===== config.mk =====
export PLATFORM = sky130hd
export DESIGN_NAME = branch_target_buffer_flat
export DESIGN_NICKNAME = d
export VERILOG_FILES = /design/src/rtl/branch_target_buffer_if.sv /design/src/rtl/branch_target_buffer.sv /design/src/flat_wrapper.sv
export SDC_FILE = /design/constraint.sdc
export NUM_CORES = 1
export LEC_CHECK = 0
export BUFFER_PORTS_ARGS = -buffer_cell sky130_fd_sc_hd__clkbuf_2
export CAP_MARGIN = 30
export CORE_ASPECT_RATIO = 1.4
export CORE_MARGIN = 2
export CORE_UTILIZATION = 45
export CTS_CLUSTER_SIZE = 10
export DETAILED_ROUTE_END_ITERATION = 10
export PLACE_DENSITY_LB_ADDON = 0.1
export SLEW_MARGIN = 20
export SYNTH_ARGS = -nofsm -noshare
export SYNTH_HDL_FRONTEND = slang
export SYNTH_SLANG_ARGS = --single-unit

===== constraint.sdc =====
create_clock -name clk -period 4.1 [get_ports clk]
set_input_delay 0.615 -clock clk [delete_from_list [all_inputs] [get_ports clk]]
set_output_delay 0.615 -clock clk [all_outputs]
set_load 0.01 [all_outputs]

===== src/rtl/branch_target_buffer_if.sv =====
// Fetch/resolve bundle between the pipeline and the branch target buffer.
// The master modport is the pipeline side; the slave modport is the BTB.
interface branch_target_buffer_if #(
  parameter int PC_W = 32
);
  logic [PC_W-1:0] fetch_pc;
  logic            bht_predict;
  logic            pred_hit;
  logic            pred_taken;
  logic [PC_W-1:0] pred_target;
  logic [PC_W-1:0] next_pc;
  logic            ex_valid;
  logic            ex_is_branch;
  logic [PC_W-1:0] ex_pc;
  logic            ex_taken;
  logic [PC_W-1:0] ex_target;
  logic            ex_pred_taken;
  logic [PC_W-1:0] ex_pred_target;
  logic            redirect;
  logic [PC_W-1:0] redirect_pc;
  logic            flush;
  logic [31:0]     stat_hits;
  logic [31:0]     stat_mispredicts;

  modport master (
    output fetch_pc, bht_predict,
    output ex_valid, ex_is_branch, ex_pc, ex_taken, ex_target,
    output ex_pred_taken, ex_pred_target,
    input  pred_hit, pred_taken, pred_target, next_pc,
    input  redirect, redirect_pc, flush, stat_hits, stat_mispredicts
  );

  modport slave (
    input  fetch_pc, bht_predict,
    input  ex_valid, ex_is_branch, ex_pc, ex_taken, ex_target,
    input  ex_pred_taken, ex_pred_target,
    output pred_hit, pred_taken, pred_target, next_pc,
    output redirect, redirect_pc, flush, stat_hits, stat_mispredicts
  );
endinterface


===== src/rtl/branch_target_buffer.sv =====
// Direct-mapped branch target buffer with registered mispredict redirect/flush.
// Optional hit/mispredict counters are enabled with the BTB_STATS_EN macro.
module branch_target_buffer #(
  parameter int ENTRIES = 8,
  parameter int PC_W    = 32
) (
  input logic                  clk,
  input logic                  rst,
  branch_target_buffer_if.slave bus
);
  localparam int IDX_W = $clog2(ENTRIES);
  localparam int TAG_W = PC_W - 2 - IDX_W;
  localparam logic [PC_W-1:0] PC_STEP = PC_W'(4);

  typedef logic [IDX_W-1:0] idx_t;
  typedef logic [TAG_W-1:0] tag_t;

  function automatic idx_t idx_of(input logic [PC_W-1:0] pc);
    return pc[2 +: IDX_W];
  endfunction

  function automatic tag_t tag_of(input logic [PC_W-1:0] pc);
    return pc[PC_W-1 -: TAG_W];
  endfunction

  logic [ENTRIES-1:0] valid_q, valid_d;
  tag_t               tag_q [ENTRIES];
  logic [PC_W-1:0]    tgt_q [ENTRIES];
  logic               redirect_q, redirect_d;
  logic [PC_W-1:0]    redirect_pc_q, redirect_pc_d;

  idx_t               f_idx_s;
  logic               hit_s;
  logic               taken_s;
  logic [PC_W-1:0]    target_s;
  logic [PC_W-1:0]    next_pc_s;

  idx_t               e_idx_s;
  logic               resolve_s;
  logic               mispredict_s;
  logic               wr_en_s;
  logic               clr_en_s;
  logic [PC_W-1:0]    correct_pc_s;

  // Fetch-side lookup against the table state from before this edge.
  always_comb begin
    f_idx_s  = idx_of(bus.fetch_pc);
    hit_s    = valid_q[f_idx_s] && (tag_q[f_idx_s] == tag_of(bus.fetch_pc));
    taken_s  = hit_s && bus.bht_predict;
    target_s = '0;
    if (hit_s) begin
      target_s = tgt_q[f_idx_s];
    end else begin
      target_s = '0;
    end
    next_pc_s = bus.fetch_pc + PC_STEP;
    if (redirect_q) begin
      next_pc_s = redirect_pc_q;
    end else if (taken_s) begin
      next_pc_s = target_s;
    end else begin
      next_pc_s = bus.fetch_pc + PC_STEP;
    end
  end

  // Resolve classification; a resolve arriving under a redirect is wrong-path.
  always_comb begin
    e_idx_s      = idx_of(bus.ex_pc);
    resolve_s    = bus.ex_valid && !redirect_q;
    mispredict_s = 1'b0;
    wr_en_s      = 1'b0;
    clr_en_s     = 1'b0;
    if (resolve_s) begin
      if (bus.ex_is_branch) begin
        if (bus.ex_taken) begin
          wr_en_s      = 1'b1;
          mispredict_s = !bus.ex_pred_taken || (bus.ex_pred_target != bus.ex_target);
        end else begin
          mispredict_s = bus.ex_pred_taken;
        end
      end else if (bus.ex_pred_taken) begin
        mispredict_s = 1'b1;
        clr_en_s     = 1'b1;
      end else begin
        mispredict_s = 1'b0;
      end
    end else begin
      mispredict_s = 1'b0;
    end

    if (bus.ex_is_branch && bus.ex_taken) begin
      correct_pc_s = bus.ex_target;
    end else begin
      correct_pc_s = bus.ex_pc + PC_STEP;
    end

    valid_d = valid_q;
    if (wr_en_s) begin
      valid_d[e_idx_s] = 1'b1;
    end else if (clr_en_s) begin
      valid_d[e_idx_s] = 1'b0;
    end else begin
      valid_d = valid_q;
    end

    redirect_d    = mispredict_s;
    redirect_pc_d = correct_pc_s;
  end

  // Valid bits and the redirect register are cleared by the async reset.
  always_ff @(posedge clk or negedge rst) begin
    if (!rst) begin
      valid_q       <= '0;
      redirect_q    <= 1'b0;
      redirect_pc_q <= '0;
    end else begin
      valid_q       <= valid_d;
      redirect_q    <= redirect_d;
      redirect_pc_q <= redirect_pc_d;
    end
  end

  // Tag/target arrays carry no reset; valid gates every use of them.
  always_ff @(posedge clk) begin
    if (wr_en_s) begin
      tag_q[e_idx_s] <= tag_of(bus.ex_pc);
      tgt_q[e_idx_s] <= bus.ex_target;
    end
  end

  assign bus.pred_hit    = hit_s;
  assign bus.pred_taken  = taken_s;
  assign bus.pred_target = target_s;
  assign bus.next_pc     = next_pc_s;
  assign bus.redirect    = redirect_q;
  assign bus.redirect_pc = redirect_pc_q;
  assign bus.flush       = redirect_q;

`ifdef BTB_STATS_EN
  logic [31:0] hits_q, hits_d;
  logic [31:0] misp_q, misp_d;

  // Saturating event counters.
  always_comb begin
    hits_d = hits_q;
    misp_d = misp_q;
    if (hit_s && (hits_q != 32'hFFFF_FFFF)) begin
      hits_d = hits_q + 32'd1;
    end else begin
      hits_d = hits_q;
    end
    if (redirect_q && (misp_q != 32'hFFFF_FFFF)) begin
      misp_d = misp_q + 32'd1;
    end else begin
      misp_d = misp_q;
    end
  end

  // Counter registers.
  always_ff @(posedge clk or negedge rst) begin
    if (!rst) begin
      hits_q <= 32'd0;
      misp_q <= 32'd0;
    end else begin
      hits_q <= hits_d;
      misp_q <= misp_d;
    end
  end

  assign bus.stat_hits        = hits_q;
  assign bus.stat_mispredicts = misp_q;
`else
  assign bus.stat_hits        = 32'd0;
  assign bus.stat_mispredicts = 32'd0;
`endif

endmodule

===== src/flat_wrapper.sv =====
// flat-port wrapper written by rule: the top's interface ports become plain ports
module branch_target_buffer_flat 
#(
  parameter int ENTRIES = 8,
  parameter int PC_W    = 32
)
  (clk, rst, bus_fetch_pc, bus_bht_predict, bus_ex_valid, bus_ex_is_branch, bus_ex_pc, bus_ex_taken, bus_ex_target, bus_ex_pred_taken, bus_ex_pred_target, bus_pred_hit, bus_pred_taken, bus_pred_target, bus_next_pc, bus_redirect, bus_redirect_pc, bus_flush, bus_stat_hits, bus_stat_mispredicts);
  branch_target_buffer_if #(.PC_W(PC_W)) bus_i ();
  input logic clk;
  input logic rst;
  input wire logic [$bits(bus_i.fetch_pc)-1:0] bus_fetch_pc;
  input wire logic [$bits(bus_i.bht_predict)-1:0] bus_bht_predict;
  input wire logic [$bits(bus_i.ex_valid)-1:0] bus_ex_valid;
  input wire logic [$bits(bus_i.ex_is_branch)-1:0] bus_ex_is_branch;
  input wire logic [$bits(bus_i.ex_pc)-1:0] bus_ex_pc;
  input wire logic [$bits(bus_i.ex_taken)-1:0] bus_ex_taken;
  input wire logic [$bits(bus_i.ex_target)-1:0] bus_ex_target;
  input wire logic [$bits(bus_i.ex_pred_taken)-1:0] bus_ex_pred_taken;
  input wire logic [$bits(bus_i.ex_pred_target)-1:0] bus_ex_pred_target;
  output wire logic [$bits(bus_i.pred_hit)-1:0] bus_pred_hit;
  output wire logic [$bits(bus_i.pred_taken)-1:0] bus_pred_taken;
  output wire logic [$bits(bus_i.pred_target)-1:0] bus_pred_target;
  output wire logic [$bits(bus_i.next_pc)-1:0] bus_next_pc;
  output wire logic [$bits(bus_i.redirect)-1:0] bus_redirect;
  output wire logic [$bits(bus_i.redirect_pc)-1:0] bus_redirect_pc;
  output wire logic [$bits(bus_i.flush)-1:0] bus_flush;
  output wire logic [$bits(bus_i.stat_hits)-1:0] bus_stat_hits;
  output wire logic [$bits(bus_i.stat_mispredicts)-1:0] bus_stat_mispredicts;
  assign bus_i.fetch_pc = bus_fetch_pc;
  assign bus_i.bht_predict = bus_bht_predict;
  assign bus_i.ex_valid = bus_ex_valid;
  assign bus_i.ex_is_branch = bus_ex_is_branch;
  assign bus_i.ex_pc = bus_ex_pc;
  assign bus_i.ex_taken = bus_ex_taken;
  assign bus_i.ex_target = bus_ex_target;
  assign bus_i.ex_pred_taken = bus_ex_pred_taken;
  assign bus_i.ex_pred_target = bus_ex_pred_target;
  assign bus_pred_hit = bus_i.pred_hit;
  assign bus_pred_taken = bus_i.pred_taken;
  assign bus_pred_target = bus_i.pred_target;
  assign bus_next_pc = bus_i.next_pc;
  assign bus_redirect = bus_i.redirect;
  assign bus_redirect_pc = bus_i.redirect_pc;
  assign bus_flush = bus_i.flush;
  assign bus_stat_hits = bus_i.stat_hits;
  assign bus_stat_mispredicts = bus_i.stat_mispredicts;
  branch_target_buffer #(.ENTRIES(ENTRIES), .PC_W(PC_W)) u_core (.clk(clk), .rst(rst), .bus(bus_i));
endmodule

; ---- After elaboration in Yosys (flattened, before gate mapping)
; Memory sizes are Yosys's and may differ from the RTL's.
; Cells that the tools add are included.
[word_totals]
memories = 2
inputBits = 135
ramBits = 472
regBits = 41
[classes]
n_reduce_logical = 9
n_bitwise = 3
order_cmp = 3
n_mux = 21
add_sub_neg = 2
n_eq_ne = 2
[memory_table]
columns = memory, words, word_bits, read_ports, rd_clocked_by_memory_dff, wr, line
row1 = u_core.tgt_q, 8, 32, 1, 0, 1, branch_target_buffer.sv:28  ; logic [PC_W-1:0] tgt_q [ENTRIES];
row2 = u_core.tag_q, 8, 27, 1, 0, 1, branch_target_buffer.sv:27  ; tag_t tag_q [ENTRIES];
[op_table]
columns = operator, n
row1 = $mux 32, 4
row2 = $add 32x3->32 const B, 2
row3 = $ne 32x32->1, 1
row4 = $eq 27x27->1, 1
row5 = $mux 8, 2
row6 = $mux 1, 13
row7 = $and 8x8->8, 1
row8 = $lt 3x4->1 const B, 2
row9 = $not 8->8, 1
row10 = $or 8x8->8, 1
row11 = $logic_and 1x1->1, 5
row12 = $bmux 1 s3, 1
row13 = $demux 1 s3, 1
row14 = $ge 3x1->1 const B, 1
row15 = $logic_not 1->1, 2
row16 = $reduce_bool 2->1, 1
row17 = $logic_or 1x1->1, 1

; ---- Logic depth before layout (Yosys ltp)
[logic_depth]
depth_word = 8
depth_mapped = 12
depth_no_buf = 9

; ---- Worst setup path after synthesis
; Ideal clock, no wire load.
[synth_timing]
path_kind = input to register
from = in bus_ex_is_branch
to = mem u_core.tag_q[0][0] (netlist name) (enable)
t_arrival_ns = 3.734
t_required_ns = 3.624
setup_ns = 0.476
path_stages = 4
path_slack_ns = -0.110
n_path_buf = 1
cell_sequence = nand2_1 -> or3_1 -> clkbuf_1 -> nor2_1
[synth_between]
elab_chain_len = 4
[synth_rtl]
columns = item, line
row1 = from (decl), flat_wrapper.sv:14  ; input wire logic [$bits(bus_i.ex_is_branch)-1:0] bus_ex_is_branch;
row2 = $mux 1, branch_target_buffer.sv:74  ; if (bus.ex_is_branch) begin
row3 = $mux 1, branch_target_buffer.sv:73  ; if (resolve_s) begin
row4 = $mux 1, branch_target_buffer.sv:125  ; if (wr_en_s) begin
row5 = $mux 1 (implied by the code), branch_target_buffer.sv:126  ; tag_q[e_idx_s] <= tag_of(bus.ex_pc);
row6 = to (decl), branch_target_buffer.sv:27
; No other way between the ends.

; ---- Final worst setup path
[layout_timing]
from = in bus_fetch_pc[2]
to = out bus_next_pc[3]
[layout_between]
elab_chain_len = 6
[layout_rtl]
columns = item, line
row1 = from (decl), flat_wrapper.sv:11  ; input wire logic [$bits(bus_i.fetch_pc)-1:0] bus_fetch_pc;
row2 = $mem_v2 8x27 / $bmux 1 s3 (equally long branches), -
row3 = $eq 27x27->1 / $mux 1 (equally long branches), branch_target_buffer.sv:48  ; hit_s = valid_q[f_idx_s] && (tag_q[f_idx_s] == tag_of(bus.fetch_pc));
row4 = $logic_and 1x1->1, branch_target_buffer.sv:48
row5 = $mux 32 / $logic_and 1x1->1 (equally long branches), "branch_target_buffer.sv:51, branch_target_buffer.sv:49"
row6 = $mux 32 (*), branch_target_buffer.sv:59  ; end else if (taken_s) begin
row7 = $mux 32 (*), branch_target_buffer.sv:57  ; if (redirect_q) begin
row8 = to (decl), flat_wrapper.sv:23  ; output wire logic [$bits(bus_i.next_pc)-1:0] bus_next_pc;
; Mark *: on every way between the ends. The rest lies on a longest branch, timed or not. The select of a mux whose other input is x is not followed.

==> results.yml <==
routing:
  wl_met2_um: 33710
  vias: 13786
  viasPerCell: 5.711
  topRoutingLayerUsed: "met5"
  wl_per_cell_um: 27.54
  drtPass1Iterations: 5
  totalWireLength_um: 66490
  wl_met1_um: 25870
  drcViolationCount: 0
  drtAntennaViolNets: 0
  drt-initial-drc-count: 1064
  wl_met3_um: 3927
global_route:
  grt_max_degree: 64
  grt_pass1_vias: 13738
  grt_pass1_wl_um: 92910
  grt_use_total_pct: 25.54
  antenna_found_initial: 4
  grt-ovfl-total: 0
timing:
  fin_crit_ps: 4130
  finalWorstSetupSlack_ps: -30.41
  fin_crit_sh_pct: 100.7
  setup_viol: 8
  rsz0062_at_grt: "true"
  holdWs_ps: 117.2
  slew_violations: 0
  hold_violations: 0
  slew_headroom_pct: 43.79
  skew_ps: 16.02
  setup_tns_ps: -184.1
  worst_pin_slew_ps: 843.2
  fmaxAchievable_mhz: 242.1
finish:
  layout.cells.non_filler: 2414
  final_layout_size_suffix_gt1_share_pct: 33.37
  fillers: 4065
  final_cell_mix: "edfxtp_1, clkbuf_2, mux4_2, buf_4, nor2_1"
  nets: 1871
  layout_commonest_cell: "edfxtp_1"
  syn2layout_area_growth_pct: 20.93
  stdcell_area_mm2: 0.02717
synthesis:
  synth_top_area_share_pct: 63.09
  syn_avg_cell_area_um2: 16.17
  synth_top_family_by_area: "multiplexers"
  synthCells: 1389
  synth_compound_area_share_pct: 2.322
  async_flop_share_pct: 7.992
  synth-simple-area-share_pct: 8.053
  ys_warn_count: 0
  muxShareOfSynthArea_pct: 14.03
  ys_ff_latch: 513
  syn_area_mm2: 0.02247
  yosysTopAreaCell: "edfxtp_1"
  synth_edf_count: 472
  synth_cell_types: 55
  yosys.area_share.xor_xnor_pct: 4.015
  ys.flop_type: "edfxtp_1"
  synth_area_leaders: "edfxtp_1, mux4_2, dfrtp_1"
  synth_adder_area_share_pct: 0.1114
  synth.yosys.seq_area_share_pct: 67.65
floorplan:
  rows: 96
  start_util_pct: 45.73
  dieArea_mm2: 0.05175
  dieWidth_um: 192.8
  core_area_mm2: 0.04913
  boundaryPins: 299
  die_h_um: 268.4
power_and_ir_drop:
  power.density_mw_per_mm2: 425.5
  vdd_drop_max_mv: 0.3451
  leakagePower_nw: 9.889
critical_path:
  cpLargestDelayFamily: "buffers and inverters"
  ff2ff_setup_slack_ps: 1690
  arrival_ps: 3520
  cp-end-kind: "output pin"
  crit_start: "bus_fetch_pc[2]"
  worst-path-buf-inv: 9
  path_class: "in2out"
  cp_common_cell: "buf_4"
  reg2reg_depth: 5
  path_max_fanout: 14
  cp_slowest_cell: "nor3_1"
  r2r_end: "u_core.tag_q[3][9]"
  r2r_start: "u_core.bus.flush"
  critPathLaunchType: "primary input"
  max_stage_delay_ps: 420
  worstPathRequired_ps: 3480
  path_cells: "buf_6 > buf_4 > and2b_2 > a22o_1 > nor3_1 > nor3_2 > nand4_1 > buf_4 > buf_4 > nor4_4 > buf_6 > buf_12 > clkbuf_16 > buf_4 > o311ai_2 > clkbuf_2"
status:
  status: "finished, violations left"
  violations: "negative setup slack"
placement:
  dpl.cell_count: 2298
  placed_area_mm2: 0.02489
  gp_congestion: 0.8950
  dp_slack_ps: -246.5
  post-dp-hpwl_um: 44190
  port_buffers: 234
clock_network:
  insertion_delay_ps: 590
  cts_tree: "built"
  cts.clk_slew.worst_paths_ps: 60
  clock_path_buffers: 3
  htreeDepth: 2
  postCtsHoldBufs: 0
  clock-root-buffer: "clkbuf_16"
  cts_buffers: 57
  cts.sinks: 513
run:
  drv_cap: 0
hold_path:
  hold_path.class: "in2async"
routing by layer:
layer	track usage (%)	vias up
li1	-	5947
met1	32.98	7108
met2	43.33	601
met3	3.356	124
met4	11.02	6
met5	0	-
flip-flops by register name (all words and copies together) (netlist names), named ones only:
register,count
u_core.tag_q,216
u_core.bus.flush,1
u_core.bus.redirect_pc,32
u_core.tgt_q,256
logic make-up after synthesis:
group,count (synthesis)
xor+xnor,103
simple gates,360
mux,187
compound gates,82
flops,513
buf+inv,141
other cells,1
fa+ha+maj,2
stage by stage:
| step | total power [W] | utilization (%) |
|---|---|---|
| after global routing | 0.01191 | 55.29 |
| after global placement | 0.006980 | 50.66 |
| after CTS | 0.01159 | 54.53 |
| after detailed placement | 0.006985 | 50.66 |
| after floorplan | 0.006497 | - |
| final | 0.01156 | 55.31 |
cell usage after synthesis (all sizes together) (2+ instances only):
cell type  number
nand4b          2
o22ai           4
and2            3
mux2i          78
a22oi           3
and3b           2
a21oi           3
and3           39
o221a           3
mux4          101
nor2           91
nor4b           3
ha              2
nand2b          5
xnor2          56
dfrtp          41
xor2           47
nand4          16
clkbuf         26
nor2b           3
o311ai          3
mux2            8
buf           105
nor4           13
inv            10
edfxtp        472
o21ai          44
or4             3
a22o           10
and4            7
o21a            7
nor3           68
nand3          29
nand2          68
or3             4
report_power, final:
group          internal (W)  leakage (nW)  total, W  switching, W
logic              0.000437          4.36   0.00110      0.000667
registers           0.00579          4.74   0.00584     0.0000429
clock network       0.00264         0.786   0.00462       0.00198
worst register-to-register path, cell delays in order (launching register included):
cell     delay (ps)
dfrtp_1         390
inv_2            60
nand2_1         110
or3_1           550
nor2_4          640
buf_12          320
how the worst max path moves through the flow:
stage	to	slack, ps	depth (start not counted)
after floorplan	u_core.tag_q[1][0]	-110	4
after global placement	bus_next_pc[3]	-210	12
after detailed placement	bus_next_pc[3]	-250	12
after CTS	bus_next_pc[1]	-40	10
after global routing	bus_next_pc[29]	-140	14
final	bus_next_pc[3]	-30	16
area by class of cell:
class | count | area, µm² | area share [%]
inverters | 10 | 37.54 | 0.1382
clock buffers | 96 | 1604 | 5.904
well taps | 637 | 797.0 | 2.933
multi-input cells | 798 | 7038 | 25.90
diodes | 3 | 7.507 | 0.02763
clock inverters | 3 | 41.29 | 0.1520
repair buffers | 354 | 2445 | 8.998
flip-flops and latches | 513 | 15200 | 55.94
repair_timing:
item	in CTS	in global routing
endpoints found under the hold margin	0	0
resized for setup	27	73
cloned	3	4
setup buffers	4	5
pin swaps	13	25
endpoints found under the setup margin	65	65
Power figures use the tool's default switching activity.
